$ cat src/rtl/fpu_pkg.sv
// fpu_pkg: shared FP32 constants, sqrt FSM states and special-operand helpers.
package fpu_pkg;
  localparam int FP_BIAS = 127;
  localparam logic [31:0] FP_QNAN = 32'h7FC00000;
  localparam logic [31:0] FP_PINF = 32'h7F800000;
  localparam int EXP_W = 8;
  localparam int MANT_W = 23;
  typedef enum logic [1:0] {IDLE, SPEC, CALC, DONE} state_t;
  function automatic logic is_special(input logic [31:0] v);
    return v[31] || v[MANT_W +: EXP_W] == '0 || v[MANT_W +: EXP_W] == '1;
  endfunction
  // Returns {invalid, y}; zero/denormal is checked first so -0 and -denormal flush to signed zero.
  function automatic logic [32:0] special_result(input logic [31:0] v);
    if (v[MANT_W +: EXP_W] == '0) return {1'b0, v[31], 31'b0};
    if (v[MANT_W +: EXP_W] == '1 && v[MANT_W-1:0] != '0) return {~v[MANT_W-1], FP_QNAN};
    if (v[MANT_W +: EXP_W] == '1 && !v[31]) return {1'b0, FP_PINF};
    return {1'b1, FP_QNAN};
  endfunction
endpackage

$ cat src/rtl/sqrt_rec_step.sv
// sqrt_rec_step: one restoring square-root recurrence step resolving a single root bit.
module sqrt_rec_step #(
  parameter int N = 26
) (
  input  logic [N+1:0] rem,
  input  logic [N-1:0] root,
  input  logic [1:0]   bits,
  output logic [N+1:0] rem_next,
  output logic         root_bit,
  output logic [N-1:0] root_next
);
  localparam int RW = N + 2;
  logic [N+3:0] cur, trial;
  assign cur = {rem, bits};
  assign trial = {2'b00, root, 2'b01};
  assign root_bit = cur >= trial;
  assign rem_next = root_bit ? RW'(cur - trial) : cur[N+1:0];
  assign root_next = {root[N-2:0], root_bit};
endmodule

$ cat src/rtl/fsqrt_iter.sv
// fsqrt_iter: iterative FP32 square root, BPC root bits per cycle, round-to-nearest-even.
module fsqrt_iter
  import fpu_pkg::*;
#(
  parameter int BPC = 2
) (
  input  logic        clk,
  input  logic        rstn,
  input  logic        in_valid,
  output logic        in_ready,
  input  logic [31:0] x,
  output logic        out_valid,
  input  logic        out_ready,
  output logic [31:0] y,
  output logic        invalid
);
  localparam int ITER = (25 + BPC - 1) / BPC;
  localparam int N = ITER * BPC;
  localparam int CW = $clog2(ITER + 1);
  state_t state, nxt;
  logic accept, last, carry, guard, sticky;
  logic [31:0] xr, rounded;
  logic [2*N-1:0] xs;
  logic [N+1:0] rem;
  logic [N-1:0] q;
  logic [EXP_W-1:0] ye, ye_in;
  logic [CW-1:0] cnt;
  logic [24:0] rad;
  logic [MANT_W-1:0] mant, mant_r;
  logic [N+1:0] rem_c [BPC+1];
  logic [N-1:0] root_c [BPC+1];
  logic [BPC-1:0] digits_unused;
  assign accept = in_valid && in_ready;
  assign last = cnt == CW'(ITER - 1);
  // Odd exponents keep M, even ones double it so the halved exponent stays exact.
  assign rad = x[MANT_W] ? {2'b01, x[MANT_W-1:0]} : {1'b1, x[MANT_W-1:0], 1'b0};
  assign ye_in = EXP_W'(({1'b0, x[MANT_W +: EXP_W]} + 9'(FP_BIAS) - {8'b0, ~x[MANT_W]}) >> 1);
  assign rem_c[0] = rem;
  assign root_c[0] = q;
  for (genvar i = 0; i < BPC; i++) begin : g_step
    sqrt_rec_step #(.N(N)) u_step (
      .rem(rem_c[i]),
      .root(root_c[i]),
      .bits(xs[2*N-1-2*i -: 2]),
      .rem_next(rem_c[i+1]),
      .root_bit(digits_unused[i]),
      .root_next(root_c[i+1])
    );
  end
  assign mant = root_c[BPC][N-2 -: MANT_W];
  assign guard = root_c[BPC][N-25];
  assign sticky = |(root_c[BPC] & ({N{1'b1}} >> 25)) | |rem_c[BPC];
  assign {carry, mant_r} = {1'b0, mant} + {{MANT_W{1'b0}}, guard & (sticky | mant[0])};
  assign rounded = {1'b0, ye + {{(EXP_W-1){1'b0}}, carry}, mant_r};
  always_ff @(posedge clk or negedge rstn)
    if (!rstn) state <= IDLE;
    else state <= nxt;
  always_comb
    nxt = accept ? (is_special(x) ? SPEC : CALC) :
          state == SPEC ? DONE :
          state == CALC ? (last ? DONE : CALC) :
          state == DONE ? (out_ready ? IDLE : DONE) : IDLE;
  always_comb begin
    in_ready = state == IDLE || (state == DONE && out_ready);
    out_valid = state == DONE;
  end
  always_ff @(posedge clk or negedge rstn)
    if (!rstn) begin
      xr <= '0;
      xs <= '0;
      rem <= '0;
      q <= '0;
      ye <= '0;
      cnt <= '0;
      y <= '0;
      invalid <= 1'b0;
    end else if (accept) begin
      xr <= x;
      xs <= {rad, {(2*N-25){1'b0}}};
      rem <= '0;
      q <= '0;
      ye <= ye_in;
      cnt <= '0;
    end else if (state == SPEC) begin
      {invalid, y} <= special_result(xr);
    end else if (state == CALC) begin
      xs <= xs << (2 * BPC);
      rem <= rem_c[BPC];
      q <= root_c[BPC];
      cnt <= cnt + 1'b1;
      if (last) begin
        y <= rounded;
        invalid <= 1'b0;
      end
    end
endmodule

$ cat config.mk
export PLATFORM = sky130hd
export DESIGN_NAME = fsqrt_iter
export DESIGN_NICKNAME = d
export VERILOG_FILES = /design/src/rtl/fpu_pkg.sv /design/src/rtl/sqrt_rec_step.sv /design/src/rtl/fsqrt_iter.sv
export SDC_FILE = /design/constraint.sdc
export NUM_CORES = 1
export LEC_CHECK = 0
export ABC_AREA = 1
export CAP_MARGIN = 20
export CELL_PAD_IN_SITES_DETAIL_PLACEMENT = 0
export CELL_PAD_IN_SITES_GLOBAL_PLACEMENT = 2
export CORE_UTILIZATION = 35
export DETAILED_ROUTE_END_ITERATION = 8
export PLACE_DENSITY = 0.87
export SYNTH_ARGS = -nofsm -noshare
export SYNTH_HDL_FRONTEND = slang
export SYNTH_SLANG_ARGS = --single-unit
export TNS_END_PERCENT = 1
$ cat constraint.sdc
create_clock -name clk -period 5.6 [get_ports clk]
set_input_delay 1.68 -clock clk [delete_from_list [all_inputs] [get_ports clk]]
set_output_delay 1.68 -clock clk [all_outputs]
set_load 0.005 [all_outputs]
**Word level (Yosys, flattened, before mapping)**

Cells that the tools add are included.

- Register bits after elaboration: 185
- Input bits: 36
- Logic and storage cells: 95

- Add/sub/neg operators: 7
- Order comparisons: 2
- Eq/ne operators: 7
- Muxes and demuxes: 46
- Bitwise operators: 6
- Reduce and logical (&&, ||, !) cells: 18

Operators by type and width:

| kind | count |
|---|---|
| 33-bit two-way mux | 6 |
| 52-bit two-way mux | 3 |
| 28-bit two-way mux | 5 |
| 32-bit two-way mux | 3 |
| 26-bit two-way mux | 3 |
| 30-bit by 28-bit >= comparator with 1-bit output | 2 |
| 28-bit subtractor | 2 |
| 28-bit OR reduction | 1 |
| 25-bit two-way mux | 1 |
| 23-bit by 1-bit adder with 24-bit output | 1 |
| 23-bit nonzero test | 1 |
| 8-bit equality test, second input constant | 2 |
| 8-bit zero test | 2 |
| 1-bit two-way mux | 16 |
| 2-bit two-way mux | 6 |
| 4-bit two-way mux | 3 |
| 8-bit by 7-bit adder with 9-bit output, second input constant | 1 |
| 9-bit by 1-bit subtractor with 9-bit output | 1 |
| 8-bit by 1-bit adder with 8-bit output | 1 |
| 2-bit nonzero test | 3 |
| 4-bit by 1-bit adder with 4-bit output, second input constant | 1 |
| 2-bit equality test, second input constant | 2 |
| 4-bit equality test, second input constant | 1 |
| 1-bit logical AND | 4 |
| 10 further kinds | 15 |

**Logic depth before layout (Yosys ltp)**

Gate-level depths: netlist of run 1.

- Depth in word-level cells: 16
- Depth in mapped cells: 39
- Gate-level depth less buffers: 36

**Modules after synthesis**

A second synthesis of run 1 with hierarchy kept.

- Cells, all modules: 2188
- Area total of the unflattened synthesis: 13965.9 um^2

Modules (own cells, without submodules):

| module | instances | cells each | area an instance (um^2) |
|---|---|---|---|
| fsqrt_iter | 1 | 1010 | 7922.6 |
| sqrt_rec_step | 2 | 589 | 3021.6 |

**Least setup slack after synthesis of run 1**

Ideal clock, no wire load.

- Kind: flip-flop to flip-flop
- Start point: register q[8]
- End point: register y[0]
- Arrival time: 4168 ps
- Required time: 5484 ps
- Slack: 1316 ps
- Cell stages (with the launch flop): 36
- Path buffers: 3
- Cells stage by stage: dfrtp_1 > inv_1 > ha_1 > nand2_2 > nor2_4 > and3_1 > nand2_1 > nand2_2 > nand2_2 > nand2_4 > buf_6 > clkbuf_1 > nand2_1 > o21ai_0 > inv_1 > ha_1 > nand2_1 > nor2_1 > inv_1 > nor3_1 > nand4_1 > o21bai_1 > a21oi_4 > nand2_4 > buf_6 > nand2_1 > o21ai_1 > nand2_1 > nor2_1 > nand2_1 > nor2_1 > nand2_1 > nand2_1 > nand2_1 > nand2_1 > nand2_1

- Longest elaborated chain between the ends: 12

RTL lines:

| element | RTL line | RTL |
|---|---|---|
| start, declared | fsqrt_iter.sv:25 | `logic [N-1:0] q;` |
| start signal, assigned | fsqrt_iter.sv:89 | `q <= root_c[BPC];` |
| 28-bit subtractor / 30-bit by 28-bit >= comparator with 1-bit output (equally long branches) | sqrt_rec_step.sv:17, sqrt_rec_step.sv:16 |  |
| 28-bit two-way mux | sqrt_rec_step.sv:17 | `assign rem_next = root_bit ? RW'(cur - trial) : cur[N+1:0];` |
| 28-bit subtractor / 30-bit by 28-bit >= comparator with 1-bit output (equally long branches) | sqrt_rec_step.sv:17, sqrt_rec_step.sv:16 |  |
| 28-bit two-way mux | sqrt_rec_step.sv:17 |  |
| 28-bit OR reduction | fsqrt_iter.sv:52 | `assign sticky = \|(root_c[BPC] & ({N{1'b1}} >> 25)) \| \|rem_c[BPC];` |
| 1-bit bitwise OR | fsqrt_iter.sv:52 |  |
| 1-bit bitwise OR | fsqrt_iter.sv:53 | `assign {carry, mant_r} = {1'b0, mant} + {{MANT_W{1'b0}}, guard & (sticky \| mant[0])};` |
| 1-bit AND (*) | fsqrt_iter.sv:53 |  |
| 23-bit by 1-bit adder with 24-bit output (*) | fsqrt_iter.sv:53 |  |
| 32-bit two-way mux (*) | fsqrt_iter.sv:91 | `if (last) begin` |
| 32-bit two-way mux (*) | fsqrt_iter.sv:86 | `end else if (state == CALC) begin` |
| 32-bit two-way mux (*) | fsqrt_iter.sv:84 | `end else if (state == SPEC) begin` |
| end signal, assigned | fsqrt_iter.sv:85 | `{invalid, y} <= special_result(xr);` |
| end signal, assigned | fsqrt_iter.sv:92 | `y <= rounded;` |
| end, declared | fsqrt_iter.sv:14 | `output logic [31:0] y,` |

Every way passes the cells marked *; elsewhere a longest branch is shown, timed or not. The select of a mux whose other input is x is not followed.
A chain may end at the register's enable or synchronous reset.

**Worst setup path after layout of run 1**

- Start point: register q[0]
- End point: register y[0]

- Longest elaborated chain between the ends: 12

RTL lines:

| element | RTL line |
|---|---|
| 28-bit subtractor / 30-bit by 28-bit >= comparator with 1-bit output (equally long branches) | sqrt_rec_step.sv:17, sqrt_rec_step.sv:16 |
| 28-bit two-way mux | sqrt_rec_step.sv:17 |
| 28-bit subtractor / 30-bit by 28-bit >= comparator with 1-bit output (equally long branches) | sqrt_rec_step.sv:17, sqrt_rec_step.sv:16 |
| 28-bit two-way mux | sqrt_rec_step.sv:17 |
| 28-bit OR reduction | fsqrt_iter.sv:52 |
| 1-bit bitwise OR | fsqrt_iter.sv:52 |
| 1-bit bitwise OR | fsqrt_iter.sv:53 |
| 1-bit AND | fsqrt_iter.sv:53 |
| 23-bit by 1-bit adder with 24-bit output (*) | fsqrt_iter.sv:53 |
| 32-bit two-way mux (*) | fsqrt_iter.sv:91 |
| 32-bit two-way mux (*) | fsqrt_iter.sv:86 |
| 32-bit two-way mux (*) | fsqrt_iter.sv:84 |

Marked as above.

==> flow_summary.yaml, run 1 <==
timing:
  rsz0062_at_grt: "false"
  relSlewSlack: 0.473
  clock.fmax_ghz: 0.194
  setup_violations: 0
  fin_crit_ns: 5.16
  hold_violations: 0
  finalMaxSlewViolations: 0
  tns_ns: 0
  fin_skew_ns: 0.0134
  worst_pin_slew_ns: 0.783
  period_share: 0.922
floorplan:
  rows: 65
  dieArea_um2: 33500
  start_util: 0.360
  pin_count: 71
  coreArea_um2: 31900
  die_x_um: 183
  die_y_um: 183
detailed_routing:
  ant_nets: 0
  drt-total-wl_mm: 36.7
  vias: 10965
  avgViaCountPerCell: 5.10
  first_iter_violations: 693
  firstDrtPassIters: 5
  wl_per_cell_um: 17.1
  remaining_drc_errors: 0
clock_tree:
  cts_tree: "done"
  clock_latency_ns: 0.44
  numCtsBuffers: 17
  htreeDepth: 4
  cts.clk_slew.worst_paths_ns: 0.07
  cts_hold_buf: 0
  numClockSinks: 158
  clock_path_buffers: 2
  clockRootBuffer: "clkbuf_16"
worst_setup_path:
  critPathMaxFanout: 14
  path_class: "reg2reg"
  path_buf_inv: 3
  slowest_stage: "dfrtp_1"
  start_kind: "flip-flop"
  slowest_delay_ns: 0.37
  crit_top_cell: "nand2_1"
  endpoint_kind: "flip-flop"
  required_ns: 5.93
  arrival_ns: 5.49
  critPathTopFamily: "compound AO/OA/AOI/OAI gates"
final_layout:
  final_cell_mix: "421 x nand2_1, 224 x inv_1, 158 x dfrtp_1"
  utilization: 0.423
  syn2layout_area_growth_pct: 17.7
  diodes: 0
  fillers: 3424
  final_common_cell: "nand2_1"
  fin_nets: 1822
  drive_gt1_frac: 0.0635
synthesis:
  ys_types: 53
  synth-edff-count: 0
  async_reset_ff_frac: 1.00
  yosysWarnings: 0
  syn_nets: 1742
  synth_cells: 1625
  synth_area_um2: 11500
  avgSynthCellArea_um2: 7.06
  synth_seq_area_share: 0.345
  synthFlopType: "dfrtp_1"
  synth_seq_cells: 158
grt:
  gr-total-overflow: 0
  grt_pass1_vias: 10946
  grt_max_degree: 94
  antenna_found_initial: 1
  track_usage: 0.226
  grt_pass1_wl_mm: 58.9
hold_path:
  worstHoldPathType: "reg2reg"
placement:
  routabilityCongestion: 0.911
  port_buffers: 70
  dp_hpwl_mm: 28.8
status:
  outcome: "complete, no violations"
job:
  cap_violations: 0
cell usage after synthesis, types with 2 or more instances:
cell,n,share of area
nand2_1,421,0.14
inv_1,225,0.074
dfrtp_1,158,0.34
nor2_1,143,0.047
o21ai_0,137,0.060
a21oi_1,88,0.038
ha_1,80,0.087
nand3_1,69,0.030
clkbuf_1,40,0.013
o22ai_1,37,0.020
xor2_1,26,0.020
a31oi_1,19,0.010
nand4_1,16,0.0087
nor3_1,16,0.0070
o21a_1,16,0.010
xnor2_1,16,0.012
a221oi_1,9,0.0069
nand2_2,8,0.0044
o21ai_1,8,0.0035
a32o_1,7,0.0061
nor4_1,7,0.0038
a211oi_1,6,0.0039
a22o_1,6,0.0046
nand3b_1,6,0.0039
a21o_1,5,0.0033
o21bai_1,5,0.0033
or2_2,5,0.0027
a41oi_1,4,0.0031
buf_6,4,0.0039
and3_1,3,0.0016
buf_2,3,0.0013
clkinv_1,3,0.00098
inv_2,3,0.00098
o31ai_1,3,0.0020
nand2_4,2,0.0020
nand3_2,2,0.0017
nor2_2,2,0.0011
o211a_1,2,0.0017
metal layers:
layer	wire (um)	vias to the layer above	share of wire	track usage
met4	643	0	0.018	0.0627
li1	-	5523	-	-
met1	17100	5213	0.46	0.297
met2	18000	198	0.49	0.392
met3	1030	31	0.028	0.0248
met5	0	-	0	0
worst reg2reg max path, delay by kind of cell, from the launching register on:
family / cells / cell delay, ns
compound gates: 11 / 2.08
simple gates: 14 / 1.49
fa+ha+maj: 2 / 0.71
flops: 1 / 0.37
buf+inv: 3 / 0.22
xor+xnor: 1 / 0.20
kinds of logic (layout without fill, tap and decap cells):
logic type | after synthesis | in the layout | share of synthesized area
AND/OR/NAND/NOR | 705 | 706 | 0.256
AO/OA/AOI/OAI | 359 | 359 | 0.183
buffers and inverters | 280 | 371 | 0.0949
flip-flops | 158 | 158 | 0.345
adder cells (fa/ha/maj) | 81 | 81 | 0.0890
XOR/XNOR | 42 | 42 | 0.0321
timing repair:
| action | 4_1_cts | 5_1_grt |
|---|---|---|
| setup endpoints to repair | 0 | 2 |
| setup buffers | 0 | 0 |
| gates resized for setup | 0 | 24 |
through the flow:
stage	setup WS (ns)	instance area (um2)	hold WS, ns	std cells
floorplan	1.32	11500	0.436	1625
global route	0.0109	13500	0.499	2152
finish	0.438	13500	0.480	2152
global placement	0.196	12800	0.464	2119
detailed placement	0.292	12800	0.469	2119
CTS	0.264	13400	0.485	2150
state kept, by name (all words and copies together) (netlist names):
register,cells
invalid,1
state,2
ye,8
cnt,4
y,32
xs,25
rem,28
q,26
xr,32
final timing paths:
check	slack, ns	cells after the start	start	to
max	0.44	31	q[0]$_DFFE_PN0P_	y[0]$_DFFE_PN0P_
min	0.48	2	y[31]$_DFFE_PN0P_	y[31]$_DFFE_PN0P_
max reg2reg	0.44	31	q[0]$_DFFE_PN0P_	y[0]$_DFFE_PN0P_
min reg2reg	0.48	2	y[31]$_DFFE_PN0P_	y[31]$_DFFE_PN0P_
max in group asynchronous	3.36	2	rstn	xs[40]$_DFFE_PN0P_
min in group asynchronous	1.26	1	rstn	y[21]$_DFFE_PN0P_
final cells by class:
type,count,area (um2),share of cell area
Timing Repair Buffer,109,1040,0.0771
Clock inverter,10,114,0.00844
Sequential cell,158,3950,0.293
Clock buffer,21,450,0.0334
Multi-Input combinational cell,1188,6520,0.483
Inverter,231,870,0.0644
Tap cell,435,544,0.0403
Power of run 1 is left out: the tool's default activity adds up to more than one toggle a clock period on the data nets, which glitch-free logic cannot reach.
==> inputs of run 2 (changes only) <==
CORE_MARGIN = 3   (was unset)
==> run 2 against run 1 <==
Effect of this change: die area up 4.4%; largest cell class unchanged; cell area about the same; via count about the same; global-route usage down 2.3 points; sequential cell count unchanged; worst setup slack better by 0.11 ns; critical path depth up 4; clock skew up 0.0028 ns; utilization down 0.13 points.
==> flow_summary.yaml, run 2 (synthesized netlist as in run 1, its figures left out) <==
timing:
  worst_pin_slew_ns: 0.850
  finalMaxSlewViolations: 0
  fin_ws_ns: 0.546
  setup_violations: 0
  relSlewSlack: 0.430
  clock.fmax_ghz: 0.198
  fin_skew_ns: 0.0161
  period_share: 0.902
  fin_crit_ns: 5.05
  hold_violations: 0
  tns_ns: 0
final_layout:
  reg.largest.list: "xr: 32 flops, y: 32 flops, rem: 28 flops"
  fin_nets: 1829
  syn2layout_area_growth_pct: 17.6
  final_common_cell: "nand2_1"
  final_cell_mix: "421 x nand2_1, 220 x inv_1, 158 x dfrtp_1"
  diodes: 0
  drive_gt1_frac: 0.0667
grt:
  grt_max_degree: 82
  grt_pass1_vias: 10705
  track_usage: 0.203
  grt_pass1_wl_mm: 56.8
  gr-total-overflow: 0
  antenna_found_initial: 0
status:
  outcome: "complete, no violations"
floorplan:
  start_util: 0.359
  dieArea_um2: 35000
  die_y_um: 187
  coreArea_um2: 32000
  rows: 65
  pin_count: 71
  die_x_um: 187
clock_tree:
  clock_latency_ns: 0.45
  clock_path_buffers: 2
  numClockSinks: 158
  cts_tree: "done"
  clockRootBuffer: "clkbuf_16"
  cts_hold_buf: 0
  htreeDepth: 4
  numCtsBuffers: 17
  cts.clk_slew.worst_paths_ns: 0.07
job:
  cap_violations: 0
placement:
  routabilityCongestion: 0.918
  port_buffers: 70
  dp_hpwl_mm: 28.4
  dpl_worst_slack_ns: 0.398
detailed_routing:
  ant_nets: 0
  firstDrtPassIters: 5
  drt-total-wl_mm: 35.7
  avgViaCountPerCell: 5.08
  wl_per_cell_um: 16.5
  remaining_drc_errors: 0
  first_iter_violations: 646
  vias: 10969
hold_path:
  worstHoldPathType: "reg2reg"
worst_setup_path:
  crit_top_cell: "nand2_1"
  required_ns: 5.94
  slowest_delay_ns: 0.39
  arrival_ns: 5.40
  start_kind: "flip-flop"
  path_class: "reg2reg"
  slowest_stage: "dfrtp_1"
  critPathMaxFanout: 27
  endpoint_kind: "flip-flop"
## run 2: metrics by stage
stage	hold slack (ns)	util	area [um2]	instances
floorplan	0.436	-	11500	1625
global placement	0.465	0.403	12900	2126
detailed placement	0.470	0.403	12900	2126
CTS	0.487	0.420	13400	2158
global route	0.495	0.422	13500	2160
finish	0.483	0.422	13500	2160
## run 2: repair_timing
item / CTS / global route
buffers inserted: 0 / 1
gates resized for setup: 0 / 16
setup endpoints to repair: 0 / 2
## run 2: layout make-up
| type | count | area, um2 |
|---|---|---|
| tap | 435 | 544 |
| timing repair buffer | 117 | 1110 |
| multi-input combinational | 1187 | 6460 |
| clock buffer | 19 | 443 |
| inverter | 231 | 870 |
| clock inverter | 13 | 105 |
| sequential | 158 | 3950 |
| fill | 3425 | 18500 |
## run 2: worst max-delay path, delay by kind of cell (launching register included)
| kind | cells | cell delay [ns] |
|---|---|---|
| and+or+nand+nor | 23 | 2.10 |
| AOI/OAI and AO/OA | 4 | 0.94 |
| buffers and inverters | 6 | 0.77 |
| adders and majority gates | 2 | 0.72 |
| DFF | 1 | 0.39 |
## run 2: path summary, 6_finish.rpt
kind / start / to / slack [ns] / cells past startpoint
max in group asynchronous: rstn / xr[17]$_DFFE_PN0P_ / 3.43 / 2
worst max register to register: q[13]$_DFFE_PN0P_ / y[0]$_DFFE_PN0P_ / 0.55 / 35
worst max-delay path: q[13]$_DFFE_PN0P_ / y[0]$_DFFE_PN0P_ / 0.55 / 35
min in group asynchronous: rstn / y[20]$_DFFE_PN0P_ / 1.25 / 1
worst min-delay path: y[3]$_DFFE_PN0P_ / y[3]$_DFFE_PN0P_ / 0.48 / 2
worst min register to register: y[3]$_DFFE_PN0P_ / y[3]$_DFFE_PN0P_ / 0.48 / 2
## run 2: per-layer routing
metal	part of all wire	GRT usage
met5	0	0
met4	0.024	0.0628
met3	0.034	0.0274
met2	0.48	0.348
met1	0.46	0.267
Power of run 2 is left out for the same reason.
